## src/rtl/div128_by64.sv

```systemverilog
// Sequential restoring divider: 128-bit dividend / 64-bit divisor, one quotient bit per cycle.
// valid/ready handshake on both sides; divide-by-zero returns all-ones quotient and the low dividend bits.
//
// state | meaning
// IDLE  | in_ready high, waiting for operands
// RUN   | shifting one quotient bit per cycle, PD_WIDTH cycles
// DONE  | result registered, held until out_ready
module div128_by64 #(
    parameter int                  P_WIDTH  = 64,
    parameter int                  PD_WIDTH = 128,
    parameter logic [PD_WIDTH-1:0] PD_ZERO  = '0
) (
    input  logic                clk,
    input  logic                rst_n,
    input  logic                in_valid,
    output logic                in_ready,
    input  logic [PD_WIDTH-1:0] A_in,
    input  logic [P_WIDTH-1:0]  B_in,
    output logic                out_valid,
    input  logic                out_ready,
    output logic [PD_WIDTH-1:0] Q_out,
    output logic [P_WIDTH-1:0]  R_out,
    output logic                div_zero
);
    localparam int CW = $clog2(PD_WIDTH);

    typedef enum logic [1:0] {IDLE, RUN, DONE} state_t;

    state_t                state_q, state_d;
    logic [P_WIDTH-1:0]    d_q, d_d;
    logic [PD_WIDTH-1:0]   q_q, q_d;
    logic [P_WIDTH-1:0]    r_q, r_d;
    logic [CW-1:0]         cnt_q, cnt_d;
    logic                  out_valid_q, out_valid_d;
    logic [PD_WIDTH-1:0]   q_out_q, q_out_d;
    logic [P_WIDTH-1:0]    r_out_q, r_out_d;
    logic                  div_zero_q, div_zero_d;

    logic [P_WIDTH:0]      s;
    logic                  ge;
    logic [PD_WIDTH-1:0]   q_nxt;
    logic [P_WIDTH-1:0]    r_nxt;

    assign in_ready  = (state_q == IDLE);
    assign out_valid = out_valid_q;
    assign Q_out     = q_out_q;
    assign R_out     = r_out_q;
    assign div_zero  = div_zero_q;

    // The partial remainder is always < d, so only its low P_WIDTH bits are stored;
    // the shifted value s carries the extra bit for the compare/subtract.
    always_comb begin
        s     = {r_q, q_q[PD_WIDTH-1]};
        ge    = (s >= {1'b0, d_q});
        q_nxt = {q_q[PD_WIDTH-2:0], ge};
        r_nxt = P_WIDTH'(ge ? (s - {1'b0, d_q}) : s);
    end

    always_comb begin
        state_d     = state_q;
        d_d         = d_q;
        q_d         = q_q;
        r_d         = r_q;
        cnt_d       = cnt_q;
        out_valid_d = out_valid_q;
        q_out_d     = q_out_q;
        r_out_d     = r_out_q;
        div_zero_d  = div_zero_q;
        case (state_q)
            IDLE: begin
                if (in_valid) begin
                    d_d   = B_in;
                    q_d   = A_in;
                    r_d   = '0;
                    cnt_d = CW'(PD_WIDTH - 1);
                    if (B_in == '0) begin
                        q_out_d    = '1;
                        r_out_d    = A_in[P_WIDTH-1:0];
                        div_zero_d = 1'b1;
                        state_d    = DONE;
                    end else begin
                        state_d = RUN;
                    end
                end
            end
            RUN: begin
                q_d   = q_nxt;
                r_d   = r_nxt;
                cnt_d = cnt_q - 1'b1;
                if (cnt_q == '0) begin
                    q_out_d     = q_nxt;
                    r_out_d     = r_nxt;
                    div_zero_d  = 1'b0;
                    out_valid_d = 1'b1;
                    state_d     = DONE;
                end
            end
            DONE: begin
                // Divide-by-zero enters DONE with out_valid low; it rises one cycle after accept.
                if (!out_valid_q) begin
                    out_valid_d = 1'b1;
                end else if (out_ready) begin
                    out_valid_d = 1'b0;
                    state_d     = IDLE;
                end
            end
            default: state_d = IDLE;
        endcase
    end

    always_ff @(posedge clk or negedge rst_n) begin
        if (!rst_n) begin
            state_q     <= IDLE;
            d_q         <= '0;
            q_q         <= PD_ZERO;
            r_q         <= '0;
            cnt_q       <= '0;
            out_valid_q <= 1'b0;
            q_out_q     <= PD_ZERO;
            r_out_q     <= '0;
            div_zero_q  <= 1'b0;
        end else begin
            state_q     <= state_d;
            d_q         <= d_d;
            q_q         <= q_d;
            r_q         <= r_d;
            cnt_q       <= cnt_d;
            out_valid_q <= out_valid_d;
            q_out_q     <= q_out_d;
            r_out_q     <= r_out_d;
            div_zero_q  <= div_zero_d;
        end
    end
endmodule

```

## config.mk

```make
export PLATFORM = sky130hd
export DESIGN_NAME = div128_by64
export DESIGN_NICKNAME = d
export VERILOG_FILES = /design/src/rtl/div128_by64.sv
export SDC_FILE = /design/constraint.sdc
export NUM_CORES = 1
export LEC_CHECK = 0
export ABC_CLOCK_PERIOD_IN_PS = 7270
export BUFFER_PORTS_ARGS = -buffer_cell sky130_fd_sc_hd__buf_2
export CORE_MARGIN = 4
export CORE_UTILIZATION = 62
export DETAILED_ROUTE_END_ITERATION = 12
export PLACE_DENSITY = 0.91
export SLEW_MARGIN = 10
export SYNTH_ARGS = -nofsm -noshare
export SYNTH_HDL_FRONTEND = slang
export SYNTH_SLANG_ARGS = --single-unit
export TNS_END_PERCENT = 10
```

## constraint.sdc

```tcl
create_clock -name clk -period 7.27 [get_ports clk]
set_input_delay 1.0905 -clock clk [delete_from_list [all_inputs] [get_ports clk]]
set_output_delay 1.0905 -clock clk [all_outputs]
set_load 0.01 [all_outputs]
```

==> impl_metrics.json <==
{
  "r2r_end": "r_q[23]$_DFFE_PN0P_",
  "post-route-period-util_pct": 64.1,
  "die_height_um": 203,
  "grt_max_degree": 143,
  "r2r_cells": 12,
  "clk_transition_reported_paths_ps": 60,
  "r2r-start": "d_q[34]$_DFFE_PN0P_",
  "ios": 391,
  "setup.worst_path.end": "r_q[23]$_DFFE_PN0P_",
  "num_vias": 23362,
  "drive_gt1_share_pct": 16.7,
  "syn-num-nets": 3046,
  "ff2ff_setup_slack_ps": 2610,
  "synthTopCellsByCount": "nand2_1 (498), dfrtp_1 (459), nor2_1 (344), a21oi_1 (321), o21ai_0 (162)",
  "root_buffer": "clkbuf_16",
  "cts_buffers": 48,
  "fillCellCount": 2765,
  "synth_cell_type_count": 79,
  "grt_pass1_vias": 22610,
  "clk_path_buf_depth": 3,
  "insertion_delay_ps": 600,
  "finalWeightedCongestion": 0.968,
  "clock-skew-final_ps": 19.5,
  "power_uw": 16600,
  "globalRouteOverflowTotal": 0,
  "cts_resized": 0,
  "critPathLaunch": "d_q[34]$_DFFE_PN0P_",
  "avgSynthCellArea_sq_um": 8.45,
  "nets": 3321,
  "coreArea_sq_um": 37600,
  "layout_min_cycle_time_ps": 4660,
  "syn2layout_area_growth_pct": 15.9,
  "htreeDepth": 2,
  "crit_type": "flip-flop to flip-flop",
  "seq_area_frac_synth_pct": 48.8,
  "powerDensity_nw_per_um2": 607,
  "seqCellArea_sq_um": 11500,
  "cp-end-kind": "flip-flop",
  "wl_per_cell_um": 23.0,
  "dieArea_sq_um": 41100,
  "initial_core_util_pct": 62.6,
  "outcome": "complete, no violations",
  "hpwlAfterDp_mm": 59.0,
  "hold_path.class": "input port to async pin",
  "worstMarginPinSlew_ps": 1070,
  "setup_tns_ps": 0,
  "drtIter0Drc": 2919,
  "die_w_um": 203,
  "dpl_worst_slack_ps": 2330,
  "ant_nets": 0,
  "critPathRequiredTime_ps": 7710,
  "cts_num_sinks": 459,
  "via_per_inst": 6.46,
  "yosysTopAreaCellShare_pct": 48.8,
  "synthTopCellsByArea": "dfrtp_1 (49%), nand2_1 (7.9%), a21oi_1 (6.8%)",
  "syn_inst": 2783,
  "max_freq_mhz": 215,
  "hold_violations": 0,
  "synth_seq_cells": 459,
  "ys_warn_count": 0,
  "post-cts-setup-buffers": 0,
  "crit_path_max_fanout": 29,
  "port_buffers": 390,
  "drc_errors": 0,
  "routed_wirelength_mm": 83.1,
  "ir_worst_vdd_uv": 422,
  "synth-edff-count": 0,
  "grt_pass1_wl_mm": 128,
  "grt_usage_pct": 39.4,
  "rsz0062_at_grt": "false",
  "cts_tree": "built",
  "leakagePower_uw": 0.0122,
  "arrival_ps": 5090,
  "multiInputGateArea_sq_um": 10900,
  "fin_ws_ps": 2610,
  "postCtsHoldBufs": 0,
  "antenna_found_initial": 9,
  "yosysTopAreaCell": "dfrtp_1",
  "ys.flop_type": "dfrtp_1",
  "setup_violations": 0,
  "ys_async_sr_fraction_pct": 100,
  "finalMaxSlewViolations": 0,
  "max_slew_margin_pct": 28.0,
  "rows": 71,
  "synth_most_common_cell": "nand2_1",
  "dr.pass1.iters": 6,
  "drv_cap": 0,
  "netlist_area_sq_um": 23500,
  "postPlaceCellArea_sq_um": 25600,
  "start_kind": "flip-flop",
  "stdcell_area_sq_um": 27300
}
-- report_power, final --
part | total (uW) | switching [uW] | internal (uW)
logic | 9470 | 6350 | 3120
clock network | 2540 | 1060 | 1480
registers | 4550 | 770 | 3780
-- worst min path at each step --
| stage | end | cells past startpoint |
|---|---|---|
| after floorplan | d_q[0]$_DFFE_PN0P_ | 2 |
| after global placement | R_out[10]$_DFFE_PN0P_ | 1 |
| after detailed placement | R_out[33]$_DFFE_PN0P_ | 1 |
| after CTS | R_out[33]$_DFFE_PN0P_ | 1 |
| after global routing | d_q[6]$_DFFE_PN0P_ | 1 |
| final | d_q[6]$_DFFE_PN0P_ | 1 |
-- through the flow --
step | std cells | hold slack [ps] | utilization [%]
final | 3614 | 464 | 72.5
after global routing | 3613 | 496 | 72.5
after floorplan | 2783 | 452 | -
after CTS | 3607 | 482 | 72.5
after global placement | 3519 | 456 | 68.2
after detailed placement | 3519 | 468 | 68.2
-- registers in the layout (all words and copies together) (netlist names), 2 cells and up --
register,cells
Q_out,128
R_out,64
cnt_q,7
d_q,64
q_q,128
r_q,64
state_q,2
-- area by class of cell --
cell class / count / area share, %
clock buffer: 76 / 5.31
timing repair buffer: 414 / 8.00
tap: 511 / 2.35
inverter: 97 / 1.34
multi-input combinational: 2038 / 40.2
clock inverter: 12 / 0.661
antenna: 7 / 0.0643
sequential: 459 / 42.1
-- worst max-delay path: stages, from the launching register on --
cell and delay (ps):
dfrtp_1 330, inv_1 110, ha_1 540, and3_1 330, nand4_1 130, nor4_1 420
nand4_1 370, o31ai_4 430, a21oi_4 190, buf_4 340, nand2_2 580, mux2i_1 540
o22ai_1 160
-- metal layers --
metal	GRT usage [%]	wire length, um	vias to the layer above	share of wire (%)
met2	62.1	38500	1442	46
li1	-	-	10298	-
met5	0	26	-	0.031
met3	6.96	7570	334	9.1
met4	21.3	5440	4	6.5
met1	52.6	31600	11284	38
-- layout by cell type (no fill, tap or decap), types with 21 or more instances in the layout --
cell type	Yosys	routed
clkbuf_16	0	49
a31oi_1	152	152
nor2_1	344	342
buf_4	1	21
dfrtp_1	459	459
nand4_1	35	35
a21oi_1	321	321
nor3_1	29	29
a211oi_1	34	34
buf_2	31	389
o21ai_0	162	162
inv_1	97	97
nor4_1	23	23
xnor2_1	27	27
a21o_1	36	36
nand3_1	24	24
ha_1	66	66
nand2_1	498	496
o21ai_1	48	48
-- logic make-up (layout without fill, tap and decap cells) --
family / after synthesis / in the layout / share of synthesized area, %
AO/OA/AOI/OAI: 892 / 892 / 22.5
XOR/XNOR: 45 / 45 / 1.68
adder cells (fa/ha/maj): 67 / 67 / 3.60
buffers and inverters: 286 / 599 / 4.78
flip-flops: 459 / 459 / 48.8
multiplexers: 11 / 11 / 0.468
other: 0 / 7 / 0
AND/OR/NAND/NOR: 1023 / 1023 / 18.1
Power figures use the tool's default switching activity.
